## src/rtl/frog_position_ctrl.sv

```systemverilog
// frog_position_ctrl: debounces the four buttons and moves the frog on the grid once per frame,
// handling hit-respawn, the top-row win and a saturating score.
module frog_position_ctrl #(
    parameter int DEBOUNCE_CLKS = 250000,
    parameter int GRID_COLS     = 20,
    parameter int GRID_ROWS     = 15,
    parameter int START_COL     = 10,
    parameter int START_ROW     = 14,
    parameter int WIN_FRAMES    = 60
) (
    input  logic       i_Clk,
    input  logic       i_Rst_L,
    input  logic       i_Up,
    input  logic       i_Down,
    input  logic       i_Left,
    input  logic       i_Right,
    input  logic       i_Frame_Tick,
    input  logic       i_Hit,
    output logic [4:0] o_Frog_Col,
    output logic [3:0] o_Frog_Row,
    output logic       o_Win,
    output logic [7:0] o_Score
);
    localparam int CW = DEBOUNCE_CLKS > 1 ? $clog2(DEBOUNCE_CLKS) : 1;
    localparam int FW = WIN_FRAMES > 1 ? $clog2(WIN_FRAMES) : 1;
    localparam logic [4:0] START_C = 5'(START_COL);
    localparam logic [3:0] START_R = 4'(START_ROW);

    typedef enum logic [2:0] {MV_NONE, MV_UP, MV_DOWN, MV_LEFT, MV_RIGHT} move_t;
    typedef enum logic {S_PLAY, S_WIN} state_t;

    logic [3:0] raw, sync1, sync2, press;

    assign raw = {i_Right, i_Left, i_Down, i_Up};

    always_ff @(posedge i_Clk or negedge i_Rst_L) begin
        if (!i_Rst_L) begin
            sync1 <= '0;
            sync2 <= '0;
        end else begin
            sync1 <= raw;
            sync2 <= sync1;
        end
    end

    // press pulses in the same cycle the stable bit rises, so releases never produce one
    for (genvar b = 0; b < 4; b++) begin : g_btn
        logic [CW-1:0] cnt;
        logic          stable;
        logic          pulse;
        always_ff @(posedge i_Clk or negedge i_Rst_L) begin
            if (!i_Rst_L) begin
                cnt    <= '0;
                stable <= 1'b0;
                pulse  <= 1'b0;
            end else begin
                pulse <= 1'b0;
                if (sync2[b] == stable)
                    cnt <= '0;
                else if (cnt == CW'(DEBOUNCE_CLKS - 1)) begin
                    cnt    <= '0;
                    stable <= sync2[b];
                    pulse  <= sync2[b];
                end else
                    cnt <= cnt + 1'b1;
            end
        end
        assign press[b] = pulse;
    end

    state_t        state, state_n;
    move_t         pend, pend_n, ev;
    logic [4:0]    col, col_n, mcol;
    logic [3:0]    row, row_n, mrow;
    logic [7:0]    score, score_n;
    logic [FW-1:0] fcnt, fcnt_n;

    assign ev = press[0] ? MV_UP : press[1] ? MV_DOWN : press[2] ? MV_LEFT : press[3] ? MV_RIGHT : MV_NONE;

    // bounds are tested before the step, so the unsigned coordinates never wrap
    assign mrow = (pend == MV_UP && row != '0) ? row - 4'd1 :
                  (pend == MV_DOWN && row != 4'(GRID_ROWS - 1)) ? row + 4'd1 : row;
    assign mcol = (pend == MV_LEFT && col != '0) ? col - 5'd1 :
                  (pend == MV_RIGHT && col != 5'(GRID_COLS - 1)) ? col + 5'd1 : col;

    always_ff @(posedge i_Clk or negedge i_Rst_L) begin
        if (!i_Rst_L) begin
            state <= S_PLAY;
            pend  <= MV_NONE;
            col   <= START_C;
            row   <= START_R;
            score <= '0;
            fcnt  <= '0;
        end else begin
            state <= state_n;
            pend  <= pend_n;
            col   <= col_n;
            row   <= row_n;
            score <= score_n;
            fcnt  <= fcnt_n;
        end
    end

    always_comb begin
        state_n = state;
        pend_n  = pend;
        col_n   = col;
        row_n   = row;
        score_n = score;
        fcnt_n  = fcnt;
        if (state == S_PLAY) begin
            if (i_Frame_Tick) begin
                col_n  = i_Hit ? START_C : mcol;
                row_n  = i_Hit ? START_R : mrow;
                pend_n = ev;
                if (!i_Hit && mrow == '0) begin
                    state_n = S_WIN;
                    pend_n  = MV_NONE;
                    score_n = (score == 8'hFF) ? score : score + 8'd1;
                    fcnt_n  = '0;
                end
            end else if (pend == MV_NONE)
                pend_n = ev;
        end else begin
            pend_n = MV_NONE;
            if (i_Frame_Tick && fcnt == FW'(WIN_FRAMES - 1)) begin
                state_n = S_PLAY;
                col_n   = START_C;
                row_n   = START_R;
            end else if (i_Frame_Tick)
                fcnt_n = fcnt + 1'b1;
        end
    end

    assign o_Frog_Col = col;
    assign o_Frog_Row = row;
    assign o_Win      = (state == S_WIN);
    assign o_Score    = score;
endmodule

```

## config.mk

```make
export PLATFORM = sky130hd
export DESIGN_NAME = frog_position_ctrl
export DESIGN_NICKNAME = d
export VERILOG_FILES = /design/src/rtl/frog_position_ctrl.sv
export SDC_FILE = /design/constraint.sdc
export NUM_CORES = 1
export LEC_CHECK = 0
export ABC_AREA = 1
export CAP_MARGIN = 20
export CORE_ASPECT_RATIO = 1.2
export CORE_MARGIN = 10
export CORE_UTILIZATION = 55
export CTS_CLUSTER_DIAMETER = 60
export DETAILED_ROUTE_END_ITERATION = 16
export PLACE_DENSITY = 0.76
export SLEW_MARGIN = 20
export SYNTH_ARGS = -nofsm -noshare
export SYNTH_HDL_FRONTEND = slang
export SYNTH_SLANG_ARGS = --single-unit
```

## constraint.sdc

```tcl
create_clock -name i_Clk -period 1.8 [get_ports i_Clk]
set_clock_uncertainty 0.15 [all_clocks]
set_input_delay 0.18 -clock i_Clk [delete_from_list [all_inputs] [get_ports i_Clk]]
set_output_delay 0.18 -clock i_Clk [all_outputs]
set_load 0.02 [all_outputs]
```

; Word level (Yosys, flattened, before mapping)
; Index checks and enable logic that the tools add are counted.
[op_classes]
addsub = 10
eq_ne = 18
mux = 45
bitwise = 6
reduce_logical = 24
[op_table]
columns = cell, n
row1 = 2-to-1 mux 18 bit, 8
row2 = "adder 18 x 1 -> 18 bit, second input constant", 4
row3 = "equality test 18 bit, second input constant", 4
row4 = 2-to-1 mux 5 bit, 6
row5 = 2-to-1 mux 6 bit, 5
row6 = 2-to-1 mux 3 bit, 8
row7 = 2-to-1 mux 4 bit, 6
row8 = 2-to-1 mux 1 bit, 12
row9 = AND reduction 2 bit, 5
row10 = "adder 8 x 1 -> 8 bit, second input constant", 1
row11 = "equality test 8 bit, second input constant", 1
row12 = AND reduction 4 bit, 2
row13 = nonzero test 4 bit, 2
row14 = "adder 6 x 1 -> 6 bit, second input constant", 1
row15 = "equality test 3 x 2 -> 1 bit, second input constant", 2
row16 = "equality test 6 bit, second input constant", 1
row17 = logical AND 1 bit, 6
row18 = inverter 1 bit, 6
row19 = nonzero test 2 bit, 3
row20 = "adder 5 x 1 -> 5 bit, second input constant", 1
row21 = "!= test 5 bit, second input constant", 1
row22 = nonzero test 5 bit, 1
row23 = "subtractor 5 x 1 -> 5 bit, second input constant", 1
row24 = "adder 4 x 1 -> 4 bit, second input constant", 1
row25 = 12 further kinds, 15
[word_totals]
register_bits = 115
input_bits = 8
out_inout_bits = 18

; Longest topological paths before layout
[logic_depth]
word_depth = 9
depth_mapped = 14
ltp_nobuf = 14

; Worst setup path after synthesis
; No wires, ideal clock.
[synth_path]
path_kind = reg2reg
startpoint = reg row[0] (netlist: o_Frog_Row[0])
endpoint = reg score[0] (netlist: o_Score[0])
setup_time_ns = 0.124
arrival_ns = 1.793
t_required_ns = 1.526
slack_ns = -0.268
stages_incl_launch_ff = 14
path_buffers = 0
period_less_slack_ns = 2.068
cell_sequence = dfrtp_1 -> inv_1 -> ha_1 -> nand3_2 -> nand3_1 -> nand2_1 -> nand2_1 -> nand2_1 -> nand2_1 -> nor2_4 -> nand2_4 -> inv_6 -> nand2_4 -> xor2_1
[synth_between]
elab_chain_len = 7
elab_cells_between_ends = 11
[synth_lines]
columns = element, line_no
row1 = "start, declared", 74  ; logic [3:0] row, row_n, mrow;
row2 = "start signal, assigned", 98  ; row <= row_n;
row3 = branches (longest 3 deep; another with adder 4 x 1 -> 4 bit), --
row4 = 2-to-1 mux 4 bit *, 81  ; assign mrow = (pend == MV_UP && row != '0) ? row - 4'd1 :
row5 = zero test 4 bit *, 116  ; if (!i_Hit && mrow == '0) begin
row6 = logical AND 1 bit *, 116
row7 = AND reduction 4 bit (no source line) *, --
row8 = "end signal, assigned", 99  ; score <= score_n;
row9 = "end, declared", 75  ; logic [7:0] score, score_n;
; Every way passes the cells marked *.
; A chain may end at the register's enable or synchronous reset.

; Final worst setup path
[layout_path]
startpoint = reg row[1] (netlist: o_Frog_Row[1])
endpoint = reg pend[2]
[layout_between]
elab_chain_len = 9
elab_cells_between_ends = 13
[layout_lines]
columns = element, line_no
row1 = branches (longest 3 deep; another with adder 4 x 1 -> 4 bit), --
row2 = 2-to-1 mux 4 bit *, 81
row3 = zero test 4 bit *, 116
row4 = logical AND 1 bit *, 116
row5 = 2-to-1 mux 3 bit *, 116
row6 = 2-to-1 mux 3 bit *, 112  ; if (i_Frame_Tick) begin
row7 = 2-to-1 mux 3 bit *, 111  ; if (state == S_PLAY) begin
row8 = "end signal, assigned", 96  ; pend <= pend_n;
row9 = "end, declared", 72  ; move_t pend, pend_n, ev;
; Marked as above.

==> out/summary.md <==
* 17 — CTS buffer count
* 10,600 um^2 — placeable core region
* 0.41 ns — clk_lat worst skew
* finished, violations left — run status
* 0 — Antenna Nets Post-Route
* 45 — Distinct cells, synth
* 853 um — routed wire length on met3
* primary input to flop — worst min-delay path category
* 119% — final period utilization
* 6000 um^2 — Synth Cell Area
* negative setup slack — failing checks
* 15,500 um^2 — Die Outline Area
* 100% — share of async-settable or async-resettable flops after synthesis
* 5 — Detailed Routing Iterations Pass 1
* sky130_fd_sc_hd__dfrtp_1 — library cell with the largest summed area after synthesis
* 0 — residual overflow from global routing
* 1.58 mW — net load switching power
* 0.05 ns — clock slew at reported path FFs
* 9110 um — total met2 wirelength after detailed routing
* 8.49 um^2 — average size of a mapped cell
* 0 — number of maximum-capacitance constraint violations
* sky130_fd_sc_hd__dfrtp_1, sky130_fd_sc_hd__nand2_1, sky130_fd_sc_hd__nor2_1 — cell types with the largest area share after synthesis
* 2 — clock buffer depth
* 0 — initial antenna violation count
* 41 — FP Rows
* 0.895 — Final GP Congestion
* 115 um — Horiz. Die Dim
* 4 — CTS H-Tree Depth
* 0 — n_diodes
* 48.1% — sequential element share of the synthesized area
* yes — setup repair after global routing missed its margin
* 727 — syn_nets
* 45.9% — fraction of synthesized cell area taken by the top area cell type
* 2.29 ns — arrival time reported for the critical path endpoint
* 40 — total of endpoints with negative setup slack in the final report
* -0.349 ns — final worst slack
* -6.84 ns — setup tns final
* 16,900 um — overall routed net length
* 557 — fill count
* sky130_fd_sc_hd__dfrtp_1 — most frequently used flop master after synthesis
* flop — startpoint types
* sky130_fd_sc_hd__clkbuf_16 — clock tree root driver cell
* 39.0% — proportion of layout cells with a drive suffix above 1
* 2.15 ns — Tmin final
* sky130_fd_sc_hd__buf_4 — most common cell after layout, fill and taps aside
* 0 — final hold violations
* 5,516 — via count of the first global-routing pass
* met4 — Max Used Layer
* sky130_fd_sc_hd__buf_4, sky130_fd_sc_hd__dfrtp_1, sky130_fd_sc_hd__nand2_1, sky130_fd_sc_hd__inv_1, sky130_fd_sc_hd__nor2_1 — most frequent cells in the layout
* 16.6 um — average wire length per cell after detail routing
* 49.0% — share of total power in the clock network
* -0.255 ns — Setup WS pre-CTS
* 18.8% — global-route usage over all layers
* 6420 um — Routed met1 length
* 897 — number of nets in the finished design
* 24,300 um — global-route wire length before repair
* 5 — highest fanout seen on the critical path
* 3470 um^2 — multi-input gate area in the final layout
* 115 — count of clock tree sinks
* 5,726 — routed vias
* 26 — top-level I/O count
* 0 — count of flip-flops with a built-in enable after synthesis
* 1.94 ns — required time at the endpoint of the critical path
* 56.7% — initial standard-cell utilization of the core
* 0.669 mV — Max IR drop VDD
* flop — kind of end point of the critical path
* 134 um — height of the die
* 416 — number of DRC violations after detailed-routing iteration 0
* 40.4% — part of the total power dissipated in sequential elements
* flop to flop — kind of critical path
* 706 — Post-Synthesis Cells
* 778 nW/um^2 — power density over the cells
* 10.6% — portion of total power attributed to combinational logic
* 0 — residual DRC count
* 39 — maximum number of pins on one net before global-route repair
* 0.382 ns — measured slew at the worst slew-check pin
* yes — TritonCTS clock tree
* 9410 um — final HPWL from detailed placement
* 4.16 nW — standby leakage power
* 6.81 mW — Total Power
* 74.3% — Slew Limit Headroom
* 5.65 — ratio of routed vias to standard cells
* 25 — buffers added on ports
* 5.23 mW — Internal
* 0.465 GHz — f_max
* 0 — number of warning messages in the yosys log
* 2890 um^2 — total area of sequential cells
* 23.3% — switch share
* 0 — max-slew violation count
* 46.0% — Syn-to-layout area delta
* 115 — FF+latch count, synth
## stage by stage
stage / hold slack (ns) / cell area, um^2 / utilization [%] / instances
finish: 0.0551 / 8760 / 82.9 / 1014
global route: 0.0475 / 8760 / 82.9 / 1014
CTS: 0.0443 / 7990 / 75.6 / 980
detailed placement: -0.0242 / 6990 / 66.1 / 928
global placement: -0.0298 / 6990 / 66.1 / 928
floorplan: -0.266 / 6030 / - / 706
## critical path: stages (launching register included)
cell and delay (ns):
sky130_fd_sc_hd__dfstp_2 0.60, sky130_fd_sc_hd__inv_2 0.08, sky130_fd_sc_hd__ha_4 0.17, sky130_fd_sc_hd__nand2_4 0.06, sky130_fd_sc_hd__nand2_4 0.07, sky130_fd_sc_hd__clkinv_2 0.06, sky130_fd_sc_hd__nand2_1 0.05, sky130_fd_sc_hd__nand2_1 0.12
sky130_fd_sc_hd__nand2_2 0.09, sky130_fd_sc_hd__nor2_4 0.15, sky130_fd_sc_hd__nand2_4 0.09, sky130_fd_sc_hd__nor2_4 0.13, sky130_fd_sc_hd__inv_2 0.06, sky130_fd_sc_hd__nand2_1 0.07, sky130_fd_sc_hd__o21ai_1 0.07
## state kept, by name (all words and copies together) (netlist names)
signal        flops
g_btn.cnt        72
o_Score           8
fcnt              6
o_Frog_Col        5
g_btn.pulse       4
g_btn.stable      4
o_Frog_Row        4
sync1             4
sync2             4
pend              3
o_Win             1
## metal layers
layer | track usage (%) | up-vias
met3 | 4.60 | 51
met4 | 7.30 | 0
li1 | - | 2651
met5 | 0 | -
met2 | 33.1 | 225
met1 | 20.9 | 2799
## cells in the mapped netlist, types with 5 or more instances
master	n
sky130_fd_sc_hd__o21ai_0	12
sky130_fd_sc_hd__nand4_1	22
sky130_fd_sc_hd__dfrtp_1	110
sky130_fd_sc_hd__ha_1	12
sky130_fd_sc_hd__inv_1	89
sky130_fd_sc_hd__xnor2_1	15
sky130_fd_sc_hd__nand2_2	5
sky130_fd_sc_hd__a21oi_1	24
sky130_fd_sc_hd__nor3b_1	7
sky130_fd_sc_hd__nor2_1	90
sky130_fd_sc_hd__nor2_2	7
sky130_fd_sc_hd__nand3_1	43
sky130_fd_sc_hd__nor3_2	10
sky130_fd_sc_hd__xor2_1	32
sky130_fd_sc_hd__nand2_1	133
sky130_fd_sc_hd__dfstp_2	5
sky130_fd_sc_hd__inv_2	6
sky130_fd_sc_hd__nor3_1	28
sky130_fd_sc_hd__nor4_1	7
## cell type report
cell class | count | share of cell area (%)
clock inverters | 5 | 0.857
multi-input cells | 491 | 39.6
flip-flops and latches | 115 | 33.0
inverters | 97 | 4.33
clock buffers | 23 | 5.80
well taps | 129 | 1.84
repair buffers | 154 | 14.6
## path summary, 6_finish.rpt
kind                            cells after the start     startpoint  slack (ns)         endpoint
max in group asynchronous                           3        i_Rst_L        0.81  g_btn[0].cnt[4]
worst max-delay path                               14  o_Frog_Row[1]       -0.35          pend[2]
worst min-delay path                                1           i_Up        0.06         sync1[0]
min in group asynchronous                           2        i_Rst_L        0.09  g_btn[2].cnt[6]
worst max register to register                     14  o_Frog_Row[1]       -0.35          pend[2]
worst min register to register                      0       sync1[3]        0.20         sync2[3]
## power by group through the flow
stage,registers [mW],logic [mW],clock network (mW)
6_report,2.75,0.719,3.34
5_1_grt,2.76,0.789,3.46
4_1_cts,2.74,0.633,3.36
3_5_place_dp,2.77,0.606,0
3_3_place_gp,2.77,0.587,0
2_1_floorplan,2.83,0.225,0
## what timing repair did
| item | CTS | global route |
|---|---|---|
| pin swaps | 29 | 63 |
| setup endpoints to repair | 63 | 90 |
| setup buffers | 22 | 35 |
| gates resized for setup | 76 | 141 |
| cloned | 1 | 1 |
| endpoints found under the hold margin | 115 | 0 |
| hold buffers | 1 | 0 |
## cell families (layout without fill, tap and decap cells)
| kind of cell | Yosys count | after routing | synth area share [%] |
|---|---|---|---|
| compound gates | 57 | 57 | 5.63 |
| xor+xnor | 47 | 47 | 6.87 |
| fa+ha+maj | 13 | 13 | 2.84 |
| buf+inv | 102 | 279 | 6.66 |
| flops | 115 | 115 | 48.1 |
| simple gates | 372 | 374 | 29.9 |
Power figures use the tool's default switching activity.
